**src/rtl/pipeline_skid_register.sv**
```systemverilog
// pipeline_skid_register: valid/ready stage register with 2-entry skid buffer and flush;
// define PIPE_SKID_STATS_EN to add saturating stall/bubble counters.
module pipeline_skid_register #(
  parameter int DATA_WIDTH = 64,
  parameter int CNT_WIDTH  = 16
) (
  input  logic                  clk_i,
  input  logic                  reset_i,
  input  logic                  flush_i,
  input  logic                  valid_i,
  output logic                  ready_o,
  input  logic [DATA_WIDTH-1:0] data_i,
  output logic                  valid_o,
  input  logic                  ready_i,
  output logic [DATA_WIDTH-1:0] data_o
`ifdef PIPE_SKID_STATS_EN
  ,
  output logic [CNT_WIDTH-1:0]  stall_count_o,
  output logic [CNT_WIDTH-1:0]  bubble_count_o
`endif
);
  // bit 0 is main_valid and bit 1 is skid_valid, so the handshake outputs are raw flop bits
  typedef enum logic [1:0] {EMPTY = 2'b00, BUSY = 2'b01, FULL = 2'b11} state_t;
  state_t state_q, state_d;
  logic [DATA_WIDTH-1:0] main_q, main_d, skid_q, skid_d;
  logic accept, transfer;
  assign ready_o  = ~state_q[1];
  assign valid_o  = state_q[0];
  assign data_o   = main_q;
  assign accept   = valid_i && ready_o;
  assign transfer = valid_o && ready_i;
  always_comb begin
    state_d = state_q;
    main_d  = main_q;
    skid_d  = skid_q;
    if (flush_i) begin
      state_d = EMPTY;
    end else begin
      case (state_q)
        EMPTY: begin
          main_d  = accept ? data_i : main_q;
          state_d = accept ? BUSY : EMPTY;
        end
        BUSY: begin
          main_d  = (accept && transfer) ? data_i : main_q;
          skid_d  = (accept && !transfer) ? data_i : skid_q;
          state_d = (accept && !transfer) ? FULL : (transfer && !accept) ? EMPTY : BUSY;
        end
        FULL: begin
          main_d  = transfer ? skid_q : main_q;
          state_d = transfer ? BUSY : FULL;
        end
        default: state_d = EMPTY;
      endcase
    end
  end
  always_ff @(posedge clk_i) begin
    state_q <= reset_i ? EMPTY : state_d;
    main_q  <= main_d;
    skid_q  <= skid_d;
  end
`ifdef PIPE_SKID_STATS_EN
  logic [CNT_WIDTH-1:0] stall_q, stall_d, bubble_q, bubble_d;
  always_comb begin
    stall_d  = (valid_o && !ready_i && stall_q != '1) ? stall_q + 1'b1 : stall_q;
    bubble_d = (!valid_o && ready_i && bubble_q != '1) ? bubble_q + 1'b1 : bubble_q;
  end
  always_ff @(posedge clk_i) begin
    stall_q  <= reset_i ? '0 : stall_d;
    bubble_q <= reset_i ? '0 : bubble_d;
  end
  assign stall_count_o  = stall_q;
  assign bubble_count_o = bubble_q;
`endif
endmodule

```
**config.mk**
```make
export PLATFORM = sky130hd
export DESIGN_NAME = pipeline_skid_register
export DESIGN_NICKNAME = d
export VERILOG_FILES = /design/src/rtl/pipeline_skid_register.sv
export SDC_FILE = /design/constraint.sdc
export NUM_CORES = 1
export LEC_CHECK = 0
export CAP_MARGIN = 20
export CORE_UTILIZATION = 45
export DETAILED_ROUTE_END_ITERATION = 10
export PLACE_DENSITY = 0.81
export SLEW_MARGIN = 20
export SYNTH_ARGS = -nofsm -noshare
export SYNTH_HDL_FRONTEND = slang
export SYNTH_SLANG_ARGS = --single-unit
```
**constraint.sdc**
```tcl
create_clock -name clk_i -period 9.3 [get_ports clk_i]
set_clock_uncertainty 0.05 [all_clocks]
set_input_delay 1.86 -clock clk_i [delete_from_list [all_inputs] [get_ports clk_i]]
set_output_delay 1.86 -clock clk_i [all_outputs]
set_load 0.02 [all_outputs]
```
==> results.txt <==
status = completed
Avg Cell Area, Syn = 22.4 µm²
worst setup timing slack at the placement stage = 5.33 ns
final hold violation count = 0
number of max-slew violations in the final report = 0
final net count = 431
weighted congestion reported at the end of routability-driven placement = 0.662
transition time at the pin with the least slew margin = 0.873 ns
Die X = 105 µm
register area share after synthesis = 81.3%
cells taking the most area after synthesis = edfxtp_1 (80%), mux2_2 (14%), clkbuf_8 (1.7%)
Synth Warn # = 0
chain of cells forming the critical path = inv_1, clkdlybuf4s50_1
critical path class = register to primary output
starting density of the core = 46.3%
net count after synthesis = 282
Syn Inst Count = 213
Final Routed Wirelength = 8600 µm
floorplan core area = 0.0103 mm²
total number of clock tree sinks = 130
clock latency on the worst-skew pair = 0.50 ns
Clock Tree Buf Depth = 2
row cnt = 37
placed instance area = 0.00623 mm²
register clock-pin slew on the reported worst setup and hold paths = 0.06 ns
final worst-path setup slack = 5.79 ns
element type at the critical path end = primary output
Worst path slowest cell = clkdlybuf4s50_1
RSZ-0062 raised after global routing = false
maximum number of pins on one net before global-route repair = 65
number of port buffers = 134
drt initial violations = 113
Max Clock Freq = 0.285 GHz
overall fraction of global-route tracks in use = 16.2%
DIE AREA = 0.0110 mm²
remaining global-route overflow = 0
number of cells traversed by the worst register-to-register path = 4
Post-Route Hold Slack = 0.498 ns
number of antenna diodes = 0
area grow syn2layout = 42.4%
startpoint type of the worst setup path = register
wire length of the first global-routing pass = 13300 µm
detailed-route wire length per cell = 16.8 µm
HP Class = register to register
Max stage delay on crit path = 0.55 ns
DPL Wire Length = 5180 µm
Resized Gates After CTS = 0
number of global-route vias before repair = 2552
Final Cell Area = 0.00680 mm²
dominant cell type by area after synthesis = edfxtp_1
library cell used as clock root buffer = clkbuf_8
register bit total from synthesis = 130
number of vias per cell = 4.87
first-pass iteration count of the detailed router = 4
Lkg Pwr = 2.34 nW
count of hold-fix buffers inserted at cts = 0
via count of the routed design = 2490
count of cell instances traversed by the critical path = 2
antenna-violating nets left = 0
relative max-transition margin = 41.8%
unique cell type count in the Yosys netlist = 14
sum of negative setup slack = 0 ns
Final Cycle Share = 37.8%
Top Ports = 135
highest fanout seen on the critical path = 5
critical path required time = 7.39 ns
antenna violations before repair = 0
clock tree from TritonCTS = done
final routed DRC violation total = 0
WP data arrival = 1.60 ns
die boundary height = 105 µm
maximum ir drop on the vdd rail = 0.107 mV
worst hold path stage count = 1
fill cell total of the finished layout = 721
CTS H-Tree Depth = 4
TritonCTS Buffers = 17
share of the synthesized area in the top cell type = 80.5%
max-capacitance violation count = 0
clock period minus worst slack = 3.51 ns
buffers and inverters on the worst path = 2
Post-Syn Area = 0.00478 mm²
share of post-route cells with drive strength above 1 = 26.7%
Crit path max-delay family = buffers and inverters
postcts setup bufs = 0
Cell Pwr Density = 206 mW/mm²
final count of negative-setup-slack endpoints = 0
## cells by family (layout without fill, tap and decap cells)
kind of cell,after synthesis,count (layout),synth area share [%]
buffers and inverters,8,170,1.89
and+or+nand+nor,8,8,0.943
DFF,130,130,81.3
AOI/OAI and AO/OA,3,3,0.367
muxes,64,64,15.5
## cell type report
| class | count | area, µm² | area share [%] |
|---|---|---|---|
| Sequential cell | 130 | 3880 | 57.1 |
| Clock inverter | 14 | 154 | 2.26 |
| Timing Repair Buffer | 136 | 1360 | 19.9 |
| Tap cell | 136 | 170 | 2.50 |
| Multi-Input combinational cell | 75 | 812 | 11.9 |
| Inverter | 2 | 7.51 | 0.110 |
| Clock buffer | 18 | 418 | 6.14 |
## cell usage after synthesis, drive strengths merged
master,count
nand2,2
nor3,2
mux2,64
o21ai,2
clkbuf,6
nor4,1
nor2,2
nand2b,1
inv,2
edfxtp,128
a211oi,1
dfxtp,2
## final timing paths
check	slack, ns	from	end
worst max register to register	7.35	state_q[0]	data_o[4]
worst max-delay path	5.79	state_q[1]	ready_o
worst min register to register	0.50	skid_q[56]	data_o[56]
worst min-delay path	0.50	skid_q[56]	data_o[56]
## cell usage in the layout (no fill, tap or decap), drive strengths merged
| cell | synthesis | final |
|---|---|---|
| a211oi | 1 | 1 |
| buf | 0 | 2 |
| bufinv | 0 | 2 |
| clkbuf | 6 | 18 |
| clkdlybuf4s50 | 0 | 134 |
| clkinv | 0 | 5 |
| clkinvlp | 0 | 3 |
| dfxtp | 2 | 2 |
| edfxtp | 128 | 128 |
| inv | 2 | 6 |
| mux2 | 64 | 64 |
| nand2 | 2 | 2 |
| nand2b | 1 | 1 |
| nor2 | 2 | 2 |
| nor3 | 2 | 2 |
| nor4 | 1 | 1 |
| o21ai | 2 | 2 |
## routing by layer
layer  up-vias  wire length (µm)  global-route usage (%)
li1       1149                 -                       -
met1      1223              3740                    21.1
met2       109              4220                    25.4
met3         9               569                    5.36
met4         0                65                    5.84
met5         -                 0                       0
## through the flow
step                      cells  power (mW)  utilization, %
after floorplan             213       0.715               -
final                       511        1.40            65.9
after CTS                   511        1.41            65.9
after global placement      479       0.771            60.3
after global routing        511        1.44            65.9
after detailed placement    479       0.774            60.3
## worst register-to-register path, stage by stage (launching register included)
cell,delay [ns]
dfxtp_1,0.37
nand2b_1,0.15
o21ai_0,0.13
nor3_2,0.16
buf_4,0.67
## where the power goes
part           internal (mW)  switching [mW]
Clock                  0.385           0.252
Sequential             0.662         0.00455
Combinational         0.0557          0.0396
## state kept, by name (all words and copies together) (netlist names)
signal,flops
data_o,64
skid_q,64
state_q,2
(Power assumes the default switching activity.)
==> variant (same settings) <==
The option `PIPE_SKID_STATS_EN` is turned on by a define.
--- a/src/rtl/pipeline_skid_register.sv
+++ b/src/rtl/pipeline_skid_register.sv
@@ -1,4 +1,6 @@
 // pipeline_skid_register: valid/ready stage register with 2-entry skid buffer and flush;
 // define PIPE_SKID_STATS_EN to add saturating stall/bubble counters.
+`define PIPE_SKID_STATS_EN
+
 module pipeline_skid_register #(
   parameter int DATA_WIDTH = 64,
Check against the original RTL (old outputs only; new: bubble_count_o and stall_count_o): equivalent (Yosys induction, for registers that start in step).
==> variant against the original RTL <==
  * Wire length rose by 62%
  * Worst setup slack got worse by 0.10 ns
  * Worst hold slack lost 0.013 ns
  * Largest cell class unchanged
  * Critical path type is now primary input to flop
  * Sequential cell count grew 32
  * Cell area increased by 30%
  * Power grew 13%
  * Area after synthesis is 34% higher
==> variant: results (changes against the original RTL) <==
<table>
<tr><th>Metric</th><th>Value</th></tr>
<tr><th colspan="2">Run status</th></tr>
<tr><td>Result of the run</td><td>finished, final reports clean (unchanged)</td></tr>
<tr><th colspan="2">Yosys</th></tr>
<tr><td>Avg Synthesized Cell Area</td><td>15.56 µm² (was 22.42 µm²)</td></tr>
<tr><td>Sequential fraction of the synthesis area</td><td>70.56% (was 81.32%)</td></tr>
<tr><td>Adder-cell share of the synthesized area</td><td>0.3902% (was 0%)</td></tr>
<tr><td>Mux cell area share after synthesis</td><td>12.94% (was 15.48%)</td></tr>
<tr><th colspan="2">STA</th></tr>
<tr><td>Post-route worst hold slack</td><td>0.4853 ns (was 0.4981 ns)</td></tr>
<tr><td>Measured slew at the worst slew-check pin</td><td>0.8918 ns (was 0.8731 ns)</td></tr>
<tr><td>Period utilization</td><td>38.83% (was 37.75%)</td></tr>
<tr><th colspan="2">Placed design</th></tr>
<tr><td>Total half-perimeter wirelength after legalization and detailed placement</td><td>8.919 mm (was 5.184 mm)</td></tr>
<tr><th colspan="2">Hold path</th></tr>
<tr><td>Cell count of the worst hold path</td><td>2 (was 1)</td></tr>
<tr><th colspan="2">Power and ir drop</th></tr>
<tr><td>Static Leak</td><td>0.002919 µW (was 0.002337 µW)</td></tr>
<tr><td>Total net switching power</td><td>332.2 µW (was 296.2 µW)</td></tr>
<tr><th colspan="2">Clocking</th></tr>
<tr><td>Insertion delay of the later-clocked pin in the worst-skew pair</td><td>0.42 ns (was 0.50 ns)</td></tr>
<tr><th colspan="2">GRT</th></tr>
<tr><td>First-pass GRT wire length</td><td>21.74 mm (was 13.27 mm)</td></tr>
<tr><th colspan="2">Setup path</th></tr>
<tr><td>Stage delay of the slowest cell on the critical path</td><td>0.49 ns (was 0.55 ns)</td></tr>
<tr><td>Worst EP arrival</td><td>3.87 ns (was 1.60 ns)</td></tr>
<tr><td>Category of the most critical setup path</td><td>primary input to flop (was flop to output port)</td></tr>
<tr><td>R2r endpoint</td><td>stall_count_o[15] (was data_o[4])</td></tr>
<tr><th colspan="2">Detailed routing</th></tr>
<tr><td>Number of DRC markers after the initial detailed-route iteration</td><td>302 (was 113)</td></tr>
<tr><th colspan="2">Layout</th></tr>
<tr><td>Post-layout net count</td><td>656 (was 431)</td></tr>
</table>
==> variant: worst register-to-register path: cells and delay by family (launching register included) <==
kind             cells  cell delay (ns)
and+or+nand+nor      3             1.18
muxes                1             0.38
DFF                  1             0.52
==> variant: cell type report <==
class / count / area, µm²
inverter: 7 / 26.28
multi-input combinational: 227 / 1827
clock inverter: 13 / 135.1
tap: 180 / 225.2
clock buffer: 19 / 432.9
timing repair buffer: 170 / 1692
sequential: 162 / 4524
fill: 1009 / 5019
==> variant: layer usage <==
layer | vias up | share of wire [%] | global-route usage (%)
met5 | - | 0 | 0
li1 | 1967 | - | -
met2 | 192 | 46 | 29.65
met3 | 13 | 7.8 | 6.109
met1 | 2069 | 45 | 26.74
met4 | 0 | 0.92 | 6.559
==> variant: power by group through the flow <==
stage / registers, µW / clock network, µW / logic, µW
after global routing: 807 / 717 / 115
after CTS: 806 / 687 / 109
after floorplan: 839 / 0 / 25.0
after global placement: 821 / 0 / 105
final: 806 / 672 / 108
after detailed placement: 822 / 0 / 108
